<file path="src/rtl/dmem_port_arbiter.sv">
// Arbitrates the single data-memory port between processor loads/stores and the
// graphics write stream; processor first, with a bounded-wait forced graphics grant.
module dmem_port_arbiter #(
  parameter int STARVE_LIMIT = 8
) (
  input  logic        clk,
  input  logic        rst,
  input  logic [31:0] cpu_addr,
  input  logic [3:0]  cpu_we,
  input  logic        cpu_re,
  input  logic [31:0] cpu_din,
  output logic [31:0] cpu_dout,
  output logic        cpu_stall,
  input  logic        gfx_valid,
  output logic        gfx_ready,
  input  logic [31:0] gfx_addr,
  input  logic [3:0]  gfx_we,
  input  logic [31:0] gfx_din,
  output logic [31:0] mem_addr,
  output logic [3:0]  mem_we,
  output logic        mem_re,
  output logic [31:0] mem_din,
  input  logic [31:0] mem_dout
);

  localparam logic [7:0] LIMIT = 8'(STARVE_LIMIT);

  logic [7:0]  starve_cnt;
  logic        rd_pend;
  logic [31:0] rd_hold;

  logic cpu_req;
  logic force_gfx;
  logic cpu_grant;
  logic gfx_grant;

  assign cpu_req   = cpu_re | (|cpu_we);
  assign force_gfx = gfx_valid && (starve_cnt >= LIMIT);
  assign cpu_grant = !force_gfx && cpu_req;
  assign gfx_grant = force_gfx || (!cpu_req && gfx_valid);

  always_comb begin
    mem_addr  = cpu_addr;
    mem_din   = cpu_din;
    mem_we    = 4'h0;
    mem_re    = 1'b0;
    gfx_ready = 1'b0;
    cpu_stall = 1'b0;
    cpu_dout  = rd_pend ? mem_dout : rd_hold;
    if (gfx_grant) begin
      mem_addr  = gfx_addr;
      mem_din   = gfx_din;
      mem_we    = gfx_we;
      gfx_ready = 1'b1;
      cpu_stall = cpu_req;
    end else if (cpu_grant) begin
      mem_we = cpu_we;
      mem_re = cpu_re;
    end
    // Reset masks every side-effecting output, even with requests held high.
    if (rst) begin
      mem_we    = 4'h0;
      mem_re    = 1'b0;
      gfx_ready = 1'b0;
      cpu_stall = 1'b0;
      cpu_dout  = 32'h0;
    end
  end

  always_ff @(posedge clk) begin
    if (rst) begin
      starve_cnt <= 8'h0;
      rd_pend    <= 1'b0;
      rd_hold    <= 32'h0;
    end else begin
      if (gfx_grant || !gfx_valid) begin
        starve_cnt <= 8'h0;
      end else if (starve_cnt < LIMIT) begin
        starve_cnt <= starve_cnt + 8'h1;
      end
      rd_pend <= cpu_grant && cpu_re;
      // Keep the last returned word so stalls and graphics cycles do not disturb it.
      if (rd_pend) begin
        rd_hold <= mem_dout;
      end
    end
  end

endmodule
</file>
<file path="config.mk">
export PLATFORM = sky130hd
export DESIGN_NAME = dmem_port_arbiter
export DESIGN_NICKNAME = d
export VERILOG_FILES = /design/src/rtl/dmem_port_arbiter.sv
export SDC_FILE = /design/constraint.sdc
export NUM_CORES = 1
export LEC_CHECK = 0
export CAP_MARGIN = 20
export CORE_AREA = 2 2 106 108
export DETAILED_ROUTE_END_ITERATION = 7
export DIE_AREA = 0 0 108 110
export PLACE_DENSITY_LB_ADDON = 0.05
export SLEW_MARGIN = 15
export SYNTH_ARGS = -nofsm -noshare
export SYNTH_HDL_FRONTEND = slang
export SYNTH_SLANG_ARGS = --single-unit
export TNS_END_PERCENT = 10
</file>
<file path="constraint.sdc">
create_clock -name clk -period 1.77 [get_ports clk]
set_clock_uncertainty 0.2 [all_clocks]
set_input_delay 0.177 -clock clk [delete_from_list [all_inputs] [get_ports clk]]
set_output_delay 0.177 -clock clk [all_outputs]
set_load 0.05 [all_outputs]
</file>
Word-level counts from Yosys, hierarchy flattened --
Index checks and enable logic that the tools add are counted.
Cells by class: add/subtract/negate cells 1, magnitude comparators 2, mux-type cells 14, bitwise operators 1, reduce and logical (&&, ||, !) cells 11
Operators with widths (count):
- $mux W32 | 4
- $mux W4 | 3
- $add A8 B1 Y8 const B | 1
- $ge A8 B4 Y1 const B | 1
- $lt A8 B4 Y1 const B | 1
- $mux W1 | 7
- $logic_and A1 B1 Y1 | 4
- $reduce_or A4 Y1 | 1
- $logic_not A1 Y1 | 3
- $logic_or A1 B1 Y1 | 2
- $reduce_or A2 Y1 | 1
- $or A1 B1 Y1 | 1
Word-level totals: bits in registers 41, input bits 172, output and inout port bits 103, logic and storage cells 32

Depth between registers and ports, before layout --
Gate-level depths: netlist (run 1).
depth in word-level cells 7, depth in mapped cells 5, mapped depth without buffers 3

Worst setup path before layout (run 1) --
Ideal clock, no wire load.
kind flip-flop to output port, from register starve_cnt[3], to output port mem_we[0], arrival 2.504 ns, required time 1.393 ns, slack -1.111 ns, stages on the path, launching flop included 6, path buffers 2, cells stage by stage dfxtp_1 or4_4 o21a_1 buf_6 buf_6 o32ai_1
On the way: longest elaborated chain between the ends 7, elaborated cells between the ends (all ways) 8, those cells by class order compare: 1; mux: 3; reduce/logical: 4
RTL lines:
- from (decl) | line 28 | logic [7:0] starve_cnt;
- from (signal assigned) | line 79 | starve_cnt <= starve_cnt + 8'h1;
- $ge A8 B4 Y1 (*) | line 38 | assign force_gfx = gfx_valid && (starve_cnt >= LIMIT);
- $logic_and A1 B1 Y1 (*) | line 38
- $logic_not A1 Y1 | line 39 | assign cpu_grant = !force_gfx && cpu_req;
- $logic_and A1 B1 Y1 | line 39
- $mux W4 | line 56 | end else if (cpu_grant) begin
- $mux W4 (*) | line 50 | if (gfx_grant) begin
- $mux W4 (*) | line 61 | if (rst) begin
- to (decl) | line 20 | output logic [3:0] mem_we,
Every way passes the cells marked *; elsewhere a longest branch is shown, timed or not.

Final worst setup path (run 1) --
from register starve_cnt[6], to output port mem_din[4]
On the way: longest elaborated chain between the ends 4
RTL lines:
- $ge A8 B4 Y1 | line 38
- $logic_and A1 B1 Y1 | line 38
- $logic_or A1 B1 Y1 | line 40 | assign gfx_grant = force_gfx || (!cpu_req && gfx_valid);
- $mux W32 | line 50
- to (decl) | line 22 | output logic [31:0] mem_din,
No other way between the ends.

==> insert_results.sql, run 1 <==
INSERT INTO impl_metrics (metric_group, metric, value, unit) VALUES
('critical_path', 'timing.critical_path.max_delay_family', 'simple AND/OR/NAND/NOR gates', ''),
('layout', 'drive_gt1_frac', '0.384', ''),
('routing', 'initial_drt_markers', '195', ''),
('clocking', 'cts_buffers', '5', ''),
('floorplanning', 'die_x', '108', 'um'),
('critical_path', 'worst-path-max-fanout', '13', ''),
('critical_path', 'r2r-end', 'starve_cnt[0]', ''),
('grt', 'number_of_antenna_violations_at_the_first_check_in_global_routing', '0', ''),
('placement', 'pre_cts_ws', '-0.628', 'ns'),
('routing', 'drc_errors', '0', ''),
('placement', 'portBuffers', '274', ''),
('clocking', 'cts_tree', 'built', ''),
('yosys', 'post_synth_cell_types', '28', ''),
('timing', 'worst_hold_slack', '0.240', 'ns'),
('power_and_ir_drop', 'pwr_density_cell', '513', 'nW/um2'),
('grt', 'grt_busiest_layer', 'met2', ''),
('power_and_ir_drop', 'total_power', '0.00393', 'W'),
('layout', 'syn2layout_area_growth', '187', '%'),
('hold_path', 'min_delay_worst_endpoint', 'starve_cnt[0]', ''),
('clocking', 'max-clock-path-buffers', '2', ''),
('run_status', 'violated_checks', 'negative setup slack', ''),
('power_and_ir_drop', 'static-leakage-power', '2.99', 'nW'),
('routing', 'drt-vias-per-instance', '4.94', ''),
('timing', 'setup_viol_count_final', '73', ''),
('yosys', 'syn_area_per_cell', '7.03', 'um2'),
('critical_path', 'worst_path_most_repeated_cell', 'buf_12', ''),
('routing', 'route.antenna.remaining_nets', '0', ''),
('critical_path', 'regToRegStartpoint', 'starve_cnt[6]', ''),
('yosys', 'yosys_register_bits', '41', ''),
('routing', 'post_drt_wl_per_cell', '17.8', 'um'),
('hold_path', 'hp-class', 'input pin to flip-flop', ''),
('critical_path', 'critical_path_buf_inv_count', '3', ''),
('yosys', 'syn-instance-count', '379', ''),
('critical_path', 'cp.required', '1.39', 'ns'),
('grt', 'maximum_number_of_pins_on_one_net_before_global_route_repair', '35', ''),
('floorplanning', 'die_h', '110', 'um'),
('critical_path', 'timing_worst_setup_path_type', 'flip-flop to primary output', ''),
('routing', 'dr.pass1.iters', '5', ''),
('hold_path', 'hold_path_startpoint', 'rst', ''),
('timing', 'period_minus_slack', '2.43', 'ns'),
('critical_path', 'timing.critical_path.cells', 'or4_4, a211oi_4, buf_12, buf_12, o22ai_2, buf_12', ''),
('grt', 'grtUsageMet1', '0.253', ''),
('placement', 'globalplace.congestion', '0.796', ''),
('clocking', 'ctsRootBufferMaster', 'clkbuf_8', ''),
('layout', 'layout.cells.non_filler', '807', ''),
('layout', 'n_antenna_cell', '0', ''),
('grt', 'grtUsageTotal', '0.233', ''),
('run_status', 'outcome', 'finished with violations', ''),
('floorplanning', 'fp-row-count', '38', ''),
('placement', 'post-dp-hpwl', '11600', 'um'),
('clocking', 'cts_num_sinks', '41', ''),
('timing', 'finalHoldViolations', '0', ''),
('clocking', 'htreeDepth', '2', ''),
('grt', 'grt_pass1_wl', '21800', 'um'),
('placement', 'placedCellCount', '796', ''),
('grt', 'met2_usage', '0.432', ''),
('grt', 'vias_in_the_first_global_route', '4132', ''),
('power_and_ir_drop', 'ir_worst_vdd', '319', 'uV'),
('floorplanning', 'core', '10700', 'um2'),
('critical_path', 'worst_setup_path_start_kind', 'flip-flop', ''),
('floorplanning', 'design.portCount', '275', ''),
('clocking', 'cts.clk_slew.worst_paths', '0.07', 'ns'),
('timing', 'postLayoutSetupSlackWorst', '-0.660', 'ns'),
('critical_path', 'worstRegToRegCells', '4', ''),
('floorplanning', 'initial_core_util', '0.249', ''),
('critical_path', 'reg2reg_slack', '0', 'ns'),
('yosys', 'synth.yosys.warnings', '0', ''),
('critical_path', 'worst_path_max_delay_cell', 'or4_4', ''),
('grt', 'm3_gr_usage', '0.0688', ''),
('critical_path', 'worst_setup_path_end_kind', 'primary output', ''),
('layout', 'nFillCells', '798', '');
-- layout make-up --
cell class | count | area, um2 | area share
timing repair buffer | 321 | 4280 | 0.559
sequential | 41 | 822 | 0.107
clock buffer | 6 | 72.6 | 0.00949
multi-input combinational | 291 | 2270 | 0.297
tap | 140 | 175 | 0.0229
clock inverter | 2 | 10.0 | 0.00131
inverter | 6 | 22.5 | 0.00294
-- flip-flops by register name, summed over array words and instances (netlist names) --
signal,cells
rd_pend,1
starve_cnt,8
rd_hold,32
-- repair_timing --
action	CTS	global route
gates resized for setup	5	25
pin swaps	6	2
endpoints found under the hold margin	1	0
setup buffers	1	1
endpoints found under the setup margin	86	93
hold buffers	1	0
cloned	0	0
-- layer usage --
metal | wire [um] | part of all wire
met4 | 420 | 0.029
met2 | 7610 | 0.53
met1 | 5110 | 0.36
met3 | 1260 | 0.087
met5 | 0 | 0
-- synth_stat cells --
| cell | n | area, um2 |
|---|---|---|
| nand2b_1 | 1 | 6.26 |
| or4_4 | 1 | 11.3 |
| nor3b_1 | 2 | 15.0 |
| nor2b_1 | 1 | 6.26 |
| conb_1 | 1 | 3.75 |
| buf_6 | 2 | 22.5 |
| a211o_1 | 1 | 8.76 |
| and3_1 | 1 | 6.26 |
| a211oi_1 | 1 | 7.51 |
| o21a_1 | 1 | 7.51 |
| buf_1 | 6 | 22.5 |
| o21ai_0 | 64 | 320 |
| o32ai_1 | 4 | 35.0 |
| mux2i_1 | 32 | 320 |
| ha_1 | 2 | 25.0 |
| or3_1 | 1 | 6.26 |
| a211oi_4 | 1 | 20.0 |
| nor2_1 | 35 | 131 |
| clkbuf_1 | 29 | 109 |
| xnor2_1 | 1 | 8.76 |
| nor3_1 | 4 | 20.0 |
| buf_2 | 7 | 35.0 |
| inv_1 | 6 | 22.5 |
| a31oi_1 | 1 | 6.26 |
| nand2_1 | 68 | 255 |
| or3b_2 | 1 | 8.76 |
| o22ai_1 | 64 | 400 |
| dfxtp_1 | 41 | 821 |
-- cells by family (layout without fill, tap and decap cells) --
group           Yosys count  count (layout)  share of synthesized area
flops                    41              41                      0.308
simple gates            115             115                      0.175
xor+xnor                  1               1                    0.00329
buf+inv                  50             335                     0.0794
mux                      32              32                      0.120
compound gates          137             137                      0.303
fa+ha+maj                 2               2                    0.00940
other cells               1               4                    0.00141
-- metrics by stage --
| step | setup TNS [ns] | util | instance area (um2) |
|---|---|---|---|
| 2_1_floorplan | -54.74 | - | 3230 |
| 3_3_place_gp | -35.10 | 0.696 | 7450 |
| 6_report | -44.07 | 0.715 | 7650 |
| 5_1_grt | -48.66 | 0.715 | 7650 |
| 3_5_place_dp | -37.80 | 0.696 | 7450 |
| 4_1_cts | -45.96 | 0.707 | 7560 |
-- worst reg2reg max path, cell delays in order, from the launching register on --
cell and delay [ns]:
dfxtp_1 0.30, or4_4 0.57, buf_4 0.16, a211o_1 0.29
nor3_2 0.18
-- power by group --
group	internal [W]	switching, W	total (W)
registers	0.000955	0.0000116	0.000966
clock network	0.000273	0.000310	0.000583
logic	0.00122	0.00116	0.00238
-- cells in the final DEF, fill, tap and decap left out, types with 2 or more instances in the layout --
master           instances
o21ai_0                 64
conb_1                   4
ha_1                     2
o22ai_4                  8
mux2i_1                 30
nor2_2                  18
o22ai_2                 56
dfxtp_1                 40
o32ai_4                  4
buf_2                    2
clkbuf_8                 5
buf_12                 114
clkinv_2                 2
buf_4                   30
clkdlybuf4s50_1        169
nand2_1                 68
buf_6                    5
nor3_2                   3
inv_1                    6
nor2_1                  17
mux2i_2                  2
-- worst max-delay path by stage --
stage,start,to,slack [ns],cells past startpoint
after detailed placement,cpu_we[2],mem_addr[11],-0.63,7
after CTS,starve_cnt[6],mem_din[4],-0.68,6
final,starve_cnt[6],mem_din[4],-0.66,6
after floorplan,starve_cnt[6],mem_addr[20],-0.50,5
after global routing,starve_cnt[6],mem_din[4],-0.72,6
after global placement,cpu_we[2],mem_addr[10],-0.57,7
No activity file was read; power rests on OpenSTA's default activity.
==> inputs of run 2 (changes only) <==
Settings changed: CELL_PAD_IN_SITES_DETAIL_PLACEMENT set to 0, CELL_PAD_IN_SITES_GLOBAL_PLACEMENT set to 1, CORE_AREA 2 2 106 108 to not set, CORE_ASPECT_RATIO set to 1.25, CORE_MARGIN set to 2, CORE_UTILIZATION set to 16, DIE_AREA 0 0 108 110 to not set, REMOVE_ABC_BUFFERS set to 1.
==> run 2 against run 1 <==
Against the previous run:
- the run still ends with negative setup slack left
- clock-buffer cell count fell by 1
- non-clock buffer count fell by 18
- sequential power barely moved
- die area rose by 49%
- clock power rose by 44%
- sequential cell count did not move
- worst hold slack got worse by 0.019 ns
- critical path depth fell by 1
- via count fell by 4.8%
- largest power group unchanged
- combinational power fell by 22%
- critical endpoint is now mem_addr[8]
==> insert_results.sql, run 2 (same netlist as run 1, synthesis figures left out) <==
INSERT INTO impl_metrics (metric_group, metric, value, unit) VALUES
('grt', 'maximum_number_of_pins_on_one_net_before_global_route_repair', '65', ''),
('layout', 'nFillCells', '1647', ''),
('layout', 'n_antenna_cell', '0', ''),
('timing', 'drv_slew', '0', ''),
('clocking', 'cts.clk_slew.worst_paths', '0.06', 'ns'),
('critical_path', 'worst_path_max_delay_cell', 'or4_4', ''),
('layout', 'drive_gt1_frac', '0.287', ''),
('clocking', 'clock_insertion_delay_worst_skew', '0.28', 'ns'),
('power_and_ir_drop', 'static-leakage-power', '2.49', 'nW'),
('routing', 'detail_route.wirelength', '14800', 'um'),
('clocking', 'cts_buffers', '5', ''),
('layout', 'final_util', '0.397', ''),
('placement', 'placed_cell_area', '6020', 'um2'),
('routing', 'initial_drt_markers', '141', ''),
('critical_path', 'worst-path-max-fanout', '52', ''),
('power_and_ir_drop', 'total_power', '0.00366', 'W'),
('floorplanning', 'initial_core_util', '0.164', ''),
('grt', 'globalRouteOverflowTotal', '0', ''),
('floorplanning', 'core', '16300', 'um2'),
('floorplanning', 'die_h', '148', 'um'),
('clocking', 'cts_tree', 'built', ''),
('layout', 'largest_reg_by_ff_count', 'rd_hold', ''),
('critical_path', 'timing.critical_path.cells', 'or4_4, o21a_4, buf_12, o22ai_1, buf_4', ''),
('floorplanning', 'design.portCount', '275', ''),
('timing', 'setup_viol_count_final', '74', ''),
('critical_path', 'cp_slowest_stage_delay', '0.58', 'ns'),
('routing', 'drt-vias-per-instance', '4.40', ''),
('grt', 'grtUsageTotal', '0.154', ''),
('timing', 'postLayoutSetupSlackWorst', '-0.670', 'ns'),
('clocking', 'cts_stage_hold_buffer_count', '0', ''),
('routing', 'routed-via-count', '3793', ''),
('timing', 'period_minus_slack', '2.44', 'ns'),
('hold_path', 'hp-class', 'input pin to flip-flop', ''),
('critical_path', 'cp.required', '1.39', 'ns'),
('routing', 'dr.pass1.iters', '4', ''),
('power_and_ir_drop', 'ir_worst_vdd', '316', 'uV'),
('power_and_ir_drop', 'pwr_density_cell', '567', 'nW/um2'),
('critical_path', 'worst_setup_path_start_kind', 'flip-flop', ''),
('placement', 'pre_cts_ws', '-0.695', 'ns'),
('routing', 'post_drt_wl_per_cell', '17.1', 'um'),
('clocking', 'max-clock-path-buffers', '2', ''),
('placement', 'post-dp-hpwl', '10800', 'um'),
('routing', 'route.antenna.remaining_nets', '0', ''),
('clocking', 'cts_num_sinks', '41', ''),
('placement', 'portBuffers', '274', ''),
('grt', 'vias_in_the_first_global_route', '3735', ''),
('clocking', 'htreeDepth', '2', ''),
('routing', 'drc_errors', '0', ''),
('layout', 'design.final.nets', '822', ''),
('critical_path', 'worst_setup_path_end_kind', 'primary output', ''),
('layout', 'postLayoutCellArea', '6460', 'um2'),
('layout', 'layout.cells.most_common', 'clkdlybuf4s50_1', ''),
('timing', 'finalHoldViolations', '0', ''),
('clocking', 'ctsRootBufferMaster', 'clkbuf_16', ''),
('timing', 'final_min_period_over_clock_period', '1.38', ''),
('grt', 'number_of_antenna_violations_at_the_first_check_in_global_routing', '0', ''),
('layout', 'syn2layout_area_growth', '143', '%'),
('run_status', 'outcome', 'finished with violations', ''),
('timing', 'max_clock_freq', '0.410', 'GHz'),
('floorplanning', 'fp.dieArea', '17700', 'um2'),
('floorplanning', 'fp-row-count', '52', ''),
('layout', 'top_registers', 'rd_hold (32), starve_cnt (8), rd_pend (1)', ''),
('run_status', 'violated_checks', 'negative setup slack', ''),
('critical_path', 'timing_worst_setup_path_type', 'flip-flop to primary output', ''),
('critical_path', 'arrival', '2.06', 'ns'),
('timing', 'rsz0062_at_grt', 'true', ''),
('placement', 'globalplace.congestion', '0.774', ''),
('layout', 'largest_register_ff_count', '32', ''),
('floorplanning', 'die_x', '119', 'um'),
('run', 'maxCapViolations', '0', ''),
('grt', 'grt_pass1_wl', '21400', 'um'),
('layout', 'most-common-layout-cells', 'clkdlybuf4s50_1 (169), buf_4 (72), nand2_1 (68)', '');
run 2: cell type report:
type	count	area, um2	area share
Timing Repair Buffer	303	3440	0.532
Multi-Input combinational cell	291	1780	0.275
Sequential cell	41	822	0.127
Tap cell	216	270	0.0418
Clock buffer	5	125	0.0194
Inverter	6	22.5	0.00348
Clock inverter	1	5.00	0.000774
run 2: timing repair:
item / 4_1_cts / 5_1_grt
pin swaps: 2 / 1
endpoints found under the setup margin: 108 / 108
setup buffers: 1 / 0
gates resized for setup: 14 / 46
gates cloned: 2 / 2
hold endpoints to repair: 0 / 0
run 2: worst max-delay path: cells and delay by family (launching register included):
kind / cells / cell delay [ns]
DFF: 1 / 0.29
and+or+nand+nor: 1 / 0.58
buffers and inverters: 2 / 0.41
AOI/OAI and AO/OA: 2 / 0.44
run 2: worst paths after layout:
path                 start       endpoint  slack [ns]  cells past startpoint
max          starve_cnt[6]    mem_addr[8]       -0.67                      5
min                    rst        rd_pend        0.22                      3
max reg2reg  starve_cnt[6]  starve_cnt[1]       -0.11                      5
min reg2reg  starve_cnt[0]  starve_cnt[0]        0.30                      1
run 2: metrics by stage:
| step | std cells | hold WS [ns] | TNS [ns] |
|---|---|---|---|
| floorplan | 338 | 0.0531 | -159.35 |
| global placement | 852 | 0.271 | -37.30 |
| detailed placement | 852 | 0.288 | -38.70 |
| CTS | 861 | 0.301 | -49.48 |
| global route | 863 | 0.263 | -48.81 |
| finish | 863 | 0.221 | -44.78 |
run 2: metal layers:
layer  vias to the layer above  track usage  part of all wire
met5                         -            0                 0
met4                         0       0.0329            0.0090
met3                         9       0.0487             0.090
met2                       183        0.288              0.52
met1                      1717        0.171              0.38
li1                       1884            -                 -
run 2: power by group:
group | switching, W | total (W) | internal, W
clock | 0.000335 | 0.000838 | 0.000503
combinational | 0.00102 | 0.00186 | 0.000838
sequential | 0.0000103 | 0.000966 | 0.000956
total | 0.00137 | 0.00366 | 0.00230
==> variant, RTL diff (flow settings as in run 2) <==
Reset style: asynchronous (`rst`), changed in one clocked block.
--- a/src/rtl/dmem_port_arbiter.sv
+++ b/src/rtl/dmem_port_arbiter.sv
@@ -67,7 +67,7 @@
     end
   end
 
-  always_ff @(posedge clk) begin
+  always_ff @(posedge clk or posedge rst) begin
     if (rst) begin
       starve_cnt <= 8'h0;
       rd_pend    <= 1'b0;
Function: differs if rst is asserted again (counterexample within 10 cycles, from zero or initial values and one cycle with rst high); with rst held inactive, the same outputs for 10 cycles.
==> variant against run 2 <==
The run still ends with setup timing left. Synthesized area increased by 12%. First-iteration DRC count decreased by 13%. Sequential share of layout area increased by 0.67 points. Die area increased by 12%. Final cell count increased by 3.9%. Routed wire length increased by 12%. Non-clock buffer count increased by 14. Power increased by 32%. Count of clock-buffer cells in the layout increased by 1. Clock power increased by 26%. Final area increased by 19%. Sequential cell count unchanged. Worst setup slack got worse by 0.085 ns. Highest routed layer is now met5.
==> variant: results (changes against run 2) <==
[cts]
clkLatencyLatePin_ns = 0.28  ; about the same
cts_buffers = 5  ; unchanged

[yosys]
synthTopCellsByCount = nand2_1, o21ai_0, o22ai_1, dfrtp_1  ; was nand2_1, o21ai_0, o22ai_1, dfxtp_1, nor2_1
ys_types = 29  ; was 28
yosys_warnings = 0  ; unchanged
synthAdderAreaFrac_pct = 0.836  ; was 0.940%
synth_compound_gate_area_share_pct = 26.2  ; was 30.3%
yosys-mux-area-fraction_pct = 12.0  ; about the same
yosys.area_share.xor_xnor_pct = 0.585  ; was 0.329%
async_reset_ff_share_pct = 100  ; was 0%
synth_area_leaders = dfrtp_1, o22ai_1, mux2_2  ; was dfxtp_1, o22ai_1, mux2i_1
synth-seq-area-share_pct = 34.3  ; was 30.8%
synth_ff_type = dfrtp_1  ; was dfxtp_1

[setup_path]
crit_end = mem_din[5]  ; was mem_addr[8]
worst-path-max-fanout = 23  ; was 52
reg2reg_setup_slack_ns = -0.07  ; was -0.11 ns
cp_slowest_cell = or4_4  ; unchanged
r2r_start = starve_cnt[3]  ; was starve_cnt[6]
rr_worst_depth = 4  ; was 5
reg2reg_to = starve_cnt[3]  ; was starve_cnt[1]
critPathMaxStageDelay_ns = 0.55  ; was 0.58 ns
cp_data_arrival_time_ns = 2.15  ; was 2.06 ns
critPathTopFamily = buffers and inverters  ; was simple AND/OR/NAND/NOR gates

[timing]
setup_viol = 107  ; was 74
setup_ws_ns = -0.755  ; was -0.670 ns
timing.setup.tns_ns = -55.54  ; was -44.78 ns

[power]
p_sw_share_pct = 36.7  ; was 37.3%
pwr-share-seq_pct = 22.4  ; was 26.4%
ir_drop_v = 0.000392  ; was 0.000316 V
totalPowerFinal_mw = 4.85  ; was 3.66 mW
powerClk_mw = 1.06  ; was 838 uW
p_leak_nw = 3.16  ; was 2.49 nW

[grt]
grt_max_degree = 66  ; was 65
grtUsageMet2_pct = 28.1  ; was 28.8%
grt_usage_pct = 15.9  ; was 15.4%
grt_pass1_vias = 4302  ; was 3735
top_usage_layer = met2  ; unchanged
grt_first_pass_wirelength_um = 24500  ; was 21400 um
use_met3_pct = 8.06  ; was 4.87%
antenna_found_initial = 6  ; was 0
met1_usage_pct = 16.5  ; was 17.1%

[final_layout]
fin_nets = 838  ; was 822
drive_above_1_share_pct = 40.6  ; was 28.7%
fillers = 1829  ; was 1647

[placement]
port_buffers = 274  ; unchanged
place.gp.congestion = 0.852  ; was 0.774
dp_hpwl_um = 13000  ; was 10800 um

[hold_path]
worstHoldPathType = in -> async  ; was in -> reg

[drt]
drtIter0Drc = 122  ; was 141
wirelength_um = 16600  ; was 14800 um
first_pass_iters = 4  ; unchanged
wl_met1_um = 5860  ; was 5650 um
dr_wl_met2_um = 8220  ; was 7640 um
dr_wl_met3_um = 2020  ; was 1320 um
maxUsedRoutingLayer = met5  ; was met4
viasPerCell = 4.39  ; was 4.40

[run_status]
status = complete, but fails checks  ; unchanged
violations = setup timing  ; unchanged

==> variant: changes by cell type after synthesis, sizes merged, moves of 2 or more <==
cell / change
dfrtp: +41
nor2b: +2
buf: -3
mux2: +32
mux2i: -32
dfxtp: -41
nor2: -34
and2: +32
clkbuf: +3
inv: +2
==> variant: how the worst min path moves through the flow <==
| stage | from | end | slack [ns] | cells past startpoint |
|---|---|---|---|---|
| CTS | rst | rd_hold[31] | 0.25 | 4 |
| global placement | rd_hold[7] | rd_hold[7] | 0.27 | 1 |
| finish | rst | rd_hold[31] | 0.26 | 4 |
| detailed placement | rd_hold[21] | rd_hold[21] | 0.28 | 1 |
| global route | rst | rd_hold[31] | 0.30 | 4 |
| floorplan | cpu_re | rd_pend | 0.11 | 1 |
==> variant: timing repair <==
item	in CTS	in global routing
resized for setup	84	7
setup endpoints to repair	108	108
setup buffers	3	3
cloned	0	0
hold buffers	0	0
==> variant: stage by stage <==
stage | std cells | util (%) | setup WS (ns) | cell area [um^2]
after floorplan | 340 | - | -2.55 | 2810
after global placement | 879 | 37.7 | -0.553 | 6880
after detailed placement | 879 | 37.7 | -0.547 | 6880
after CTS | 890 | 41.5 | -0.770 | 7560
after global routing | 894 | 42.0 | -0.829 | 7660
final | 897 | 42.0 | -0.755 | 7660
==> variant: cell type report <==
class                      count  area (um^2)  area share (%)
antenna                        4         10.0           0.131
clock buffer                   6          139            1.81
clock inverter                 2         37.5           0.490
inverter                       8         30.0           0.392
multi-input combinational    291         2250            29.3
sequential                    41         1030            13.4
tap                          228          285            3.72
timing repair buffer         317         3890            50.8
==> variant: worst reg2reg max path, delay by kind of cell, from the launching register on <==
family                 cells  cell delay (ns)
buffers and inverters      1             0.16
AND/OR/NAND/NOR            3             1.02
flip-flops                 1             0.37
